File: config.mk
export PLATFORM = sky130hd
export DESIGN_NAME = jk_bank_arbiter
export DESIGN_NICKNAME = d
export VERILOG_FILES = /design/src/rtl/jk_bank_arbiter.sv
export SDC_FILE = /design/constraint.sdc
export NUM_CORES = 1
export LEC_CHECK = 0
export ABC_AREA = 1
export BUFFER_PORTS_ARGS = -buffer_cell sky130_fd_sc_hd__buf_2
export CAP_MARGIN = 5
export CORE_UTILIZATION = 57
export DETAILED_ROUTE_END_ITERATION = 10
export PLACE_DENSITY = 0.94
export SETUP_SLACK_MARGIN = 0.1
export SYNTH_ARGS = -nofsm -noshare
export SYNTH_HDL_FRONTEND = slang
export SYNTH_SLANG_ARGS = --single-unit
export TNS_END_PERCENT = 30
File: constraint.sdc
create_clock -name clk -period 3.6 [get_ports clk]
set_input_delay 0.18 -clock clk [delete_from_list [all_inputs] [get_ports clk]]
set_output_delay 0.18 -clock clk [all_outputs]
set_load 0.02 [all_outputs]
File: src/rtl/jk_bank_arbiter.sv
// Round-robin arbiter granting NREQ requesters J/K/set/toggle access to one JK flip-flop bank; JK_ARB_STATS_EN adds cmd_count.
// Latency: gnt 1 cycle after req sampled, done and new Q 3 cycles after; throughput 1 command per 4 cycles, losers wait in req.
module jk_bank_arbiter #(
  parameter int NREQ  = 4,
  parameter int NBITS = 8,
  localparam int IW   = $clog2(NBITS)
) (
  input  logic                 clk,
  input  logic                 rst_n,
  input  logic [NREQ-1:0]      req,
  input  logic [2*NREQ-1:0]    op,
  input  logic [IW*NREQ-1:0]   idx,
  output logic [NREQ-1:0]      gnt,
  output logic [NBITS-1:0]     Q,
  output logic                 busy,
  output logic                 done,
  output logic [15:0]          cmd_count
);

  localparam int PW = (NREQ > 1) ? $clog2(NREQ) : 1;
  localparam int SW = PW + 1;

  typedef enum logic [1:0] {IDLE, GRANT, APPLY, DONE} state_t;

  state_t          state;
  logic [PW-1:0]   ptr;
  logic [PW-1:0]   win;
  logic [PW-1:0]   win_nxt;
  logic            win_found;
  logic [SW-1:0]   cand;
  logic [1:0]      op_cap;
  logic [IW-1:0]   idx_cap;

  // Search upward from ptr, wrapping modulo NREQ; first asserted req wins.
  always_comb begin
    win_found = 1'b0;
    win_nxt   = '0;
    cand      = '0;
    for (int i = 0; i < NREQ; i++) begin
      cand = {1'b0, ptr} + SW'(i);
      if (cand >= SW'(NREQ)) cand = cand - SW'(NREQ);
      if (!win_found && req[cand[PW-1:0]]) begin
        win_found = 1'b1;
        win_nxt   = cand[PW-1:0];
      end
    end
  end

  always_ff @(posedge clk or negedge rst_n) begin
    if (!rst_n) begin
      state   <= IDLE;
      ptr     <= '0;
      win     <= '0;
      gnt     <= '0;
      busy    <= 1'b0;
      done    <= 1'b0;
      Q       <= '0;
      op_cap  <= '0;
      idx_cap <= '0;
    end else begin
      case (state)
        IDLE: begin
          if (win_found) begin
            win   <= win_nxt;
            gnt   <= NREQ'(1) << win_nxt;
            busy  <= 1'b1;
            state <= GRANT;
          end
        end
        GRANT: begin
          gnt     <= '0;
          op_cap  <= op[2*win +: 2];
          idx_cap <= idx[IW*win +: IW];
          state   <= APPLY;
        end
        APPLY: begin
          case (op_cap)
            2'b01:   Q[idx_cap] <= 1'b0;
            2'b10:   Q[idx_cap] <= 1'b1;
            2'b11:   Q[idx_cap] <= ~Q[idx_cap];
            default: Q[idx_cap] <= Q[idx_cap];
          endcase
          done  <= 1'b1;
          state <= DONE;
        end
        DONE: begin
          done  <= 1'b0;
          busy  <= 1'b0;
          ptr   <= (win == PW'(NREQ - 1)) ? '0 : win + PW'(1);
          state <= IDLE;
        end
        default: state <= IDLE;
      endcase
    end
  end

`ifdef JK_ARB_STATS_EN
  logic [15:0] cnt;

  always_ff @(posedge clk or negedge rst_n) begin
    if (!rst_n)
      cnt <= '0;
    else if (state == DONE)
      cnt <= cnt + 16'd1;
  end

  assign cmd_count = cnt;
`else
  assign cmd_count = '0;
`endif

endmodule

==> reports/metrics.cfg <==
[run_status]
outcome = completed

[synth]
synth_cell_types = 31
yosysMostFrequentCell = nand2_1
yosysTopAreaCell = dfrtp_1
ys.flop_type = dfrtp_1
synth_top_cells_by_area = dfrtp_1 (31%), nand2_1 (13%), nand3_1 (7.8%)
synth.avg_cell_area_um2 = 6.68
synth_area_um2 = 2050
ys_warn_count = 0
synth_common_cells = nand2_1 (71), inv_1 (38), nor2_1 (33)
seq_area_frac_synth = 0.305
netlist_instances = 307
synth_top_area_frac = 0.305
synth_edf_count = 0
async_reset_ff_frac = 1.00
ys_ff_latch = 25

[grt]
grt_pass1_wl_um = 7250
antenna_found_initial = 0
gr-total-overflow = 0
grt_pass1_vias = 1806
grt_max_degree = 26
globalRouteTotalUtil = 0.254

[pwr]
leakage_nw = 1.21
p_per_area_nw_per_um2 = 870
ir_drop_v = 0.000480

[hold_path]
hold_path_class = in2reg

[sta]
setup_viol = 0
rsz0062_at_grt = no
timing.setup.tns_ps = 0
fmax_mhz = 586
period_share = 0.474
worst_pin_slew_ps = 581
hold_viol = 0
report.final.slew_viol_count = 0
slew_headroom = 0.612
finClkSkew_ps = 19.6
period_needed_ps = 1710

[final_layout]
syn2layout_area_growth_pct = 9.77
utilization = 0.664
antennaDiodeCount = 0
nets = 380
drive_gt1_frac = 0.199

[route]
vias_per_cell = 5.22
drt-pass1-iter-count = 4
via_count = 2052
drt_iter0_markers = 130
wl_per_cell_um = 11.2
drc = 0
ant_nets = 0
wirelength_um = 4400

[clocking]
cts_buffer_depth = 2
htreeDepth = 1
worstSkewPairLatency_ps = 330
clock_sinks = 25
cts_buffers = 3
cts_resized = 0
cts-root-buf = clkbuf_4
path_clk_slew_ps = 150
cts_tree = done

[floorplanning]
die_w_um = 62.0
io_pins = 56
initial_core_util = 0.605
rows = 21
dieArea_um2 = 3840
fp.coreArea_um2 = 3390
die_h_um = 62.0

[flow_run]
drv_cap = 0

[placed_design]
io_buffers = 39
place_hpwl_um = 3360
gp_congestion = 0.923

[setup_path]
cp_max_fo = 10
critPathRequiredTime_ps = 3820
worstSetupEndpointType = register
crit_type = reg2reg
start_kind = register
cp.arrival_ps = 1930

## area by class of cell
class	instances	area, um^2
multi-input combinational	236	1170
clock buffer	3	22.5
fill	326	1140
clock inverter	1	5.00
tap	46	57.6
inverter	42	168
timing repair buffer	40	205
sequential	25	626
## layout by cell type (no fill, tap or decap)
cell and instances:
a21oi_1 8, nor2_2 3, o22ai_1 5, buf_2 39, dlygate4sd3_1 1, nand3_1 32, o21ai_1 3, clkbuf_4 3
inv_4 1, nor2_4 1, nand3_2 1, ha_1 6, nor2_1 33, inv_2 1, nand4_1 2, nand3b_1 1
clkinv_2 1, clkinv_1 1, dfrtp_1 25, o21ai_0 31, or2_2 1, inv_8 1, nand2_1 71, nand2_2 11
conb_1 16, inv_1 38, nor3_1 1, o311ai_0 3, o2111ai_1 1, nand2_4 3, o21ai_2 2, nand4_2 1
## path summary, 6_finish.rpt
kind / cells after the start / slack [ps] / startpoint / to
hold / removal: 5 / 220 / op[0] / op_cap[0]
hold reg to reg: 2 / 520 / busy / busy
setup reg to reg: 9 / 1890 / ptr[0] / gnt[0]
max in group asynchronous: 2 / 2860 / rst_n / async pin
min in group asynchronous: 2 / 350 / rst_n / async pin
setup / recovery: 9 / 1890 / ptr[0] / gnt[0]
## cells by family after synthesis
kind of cell               after synthesis  share of synthesized area
adders and majority gates                6                     0.0366
other                                    1                    0.00183
buffers and inverters                   61                      0.153
DFF                                     25                      0.305
AOI/OAI and AO/OA                       53                      0.143
and+or+nand+nor                        161                      0.360
## stage by stage
stage          hold slack, ps  setup WS [ps]  cell area, um^2  instances  power, mW
2_1_floorplan            -116           2190             2110        322       1.55
3_3_place_gp              195           2030             2210        388       1.77
3_5_place_dp              204           1920             2210        388       1.82
4_1_cts                   223           1910             2250        393       1.95
5_1_grt                   241           1730             2250        393       2.18
6_report                  222           1890             2250        393       1.96
## worst max-delay path: stages (launching register included)
cell	delay, ps
dfrtp_1	630
nand2_1	140
nand3_1	190
nand2_4	80
nor2_4	150
nand3_2	120
nand3_1	140
nor2_2	60
nand2_1	60
nand2_1	50
## power by group
| part | leakage (nW) | switching [mW] | internal, mW |
|---|---|---|---|
| sequential | 0.315 | 0.152 | 0.405 |
| clock | 0.0177 | 0.0871 | 0.0417 |
| combinational | 0.882 | 0.859 | 0.412 |
| total | 1.21 | 1.10 | 0.859 |
## what timing repair did
action / CTS / global route
hold buffers: 1 / 0
hold endpoints to repair: 25 / 0
buffers inserted: 0 / 0
## per-layer routing
layer  vias to the layer above  global-route usage  part of all wire
met3                         7              0.0497             0.059
met5                         -                   0                 0
met2                        64               0.445              0.50
li1                       1045                   -                 -
met4                         0              0.0921             0.013
met1                       936               0.308              0.43
Power figures use the tool's default switching activity.
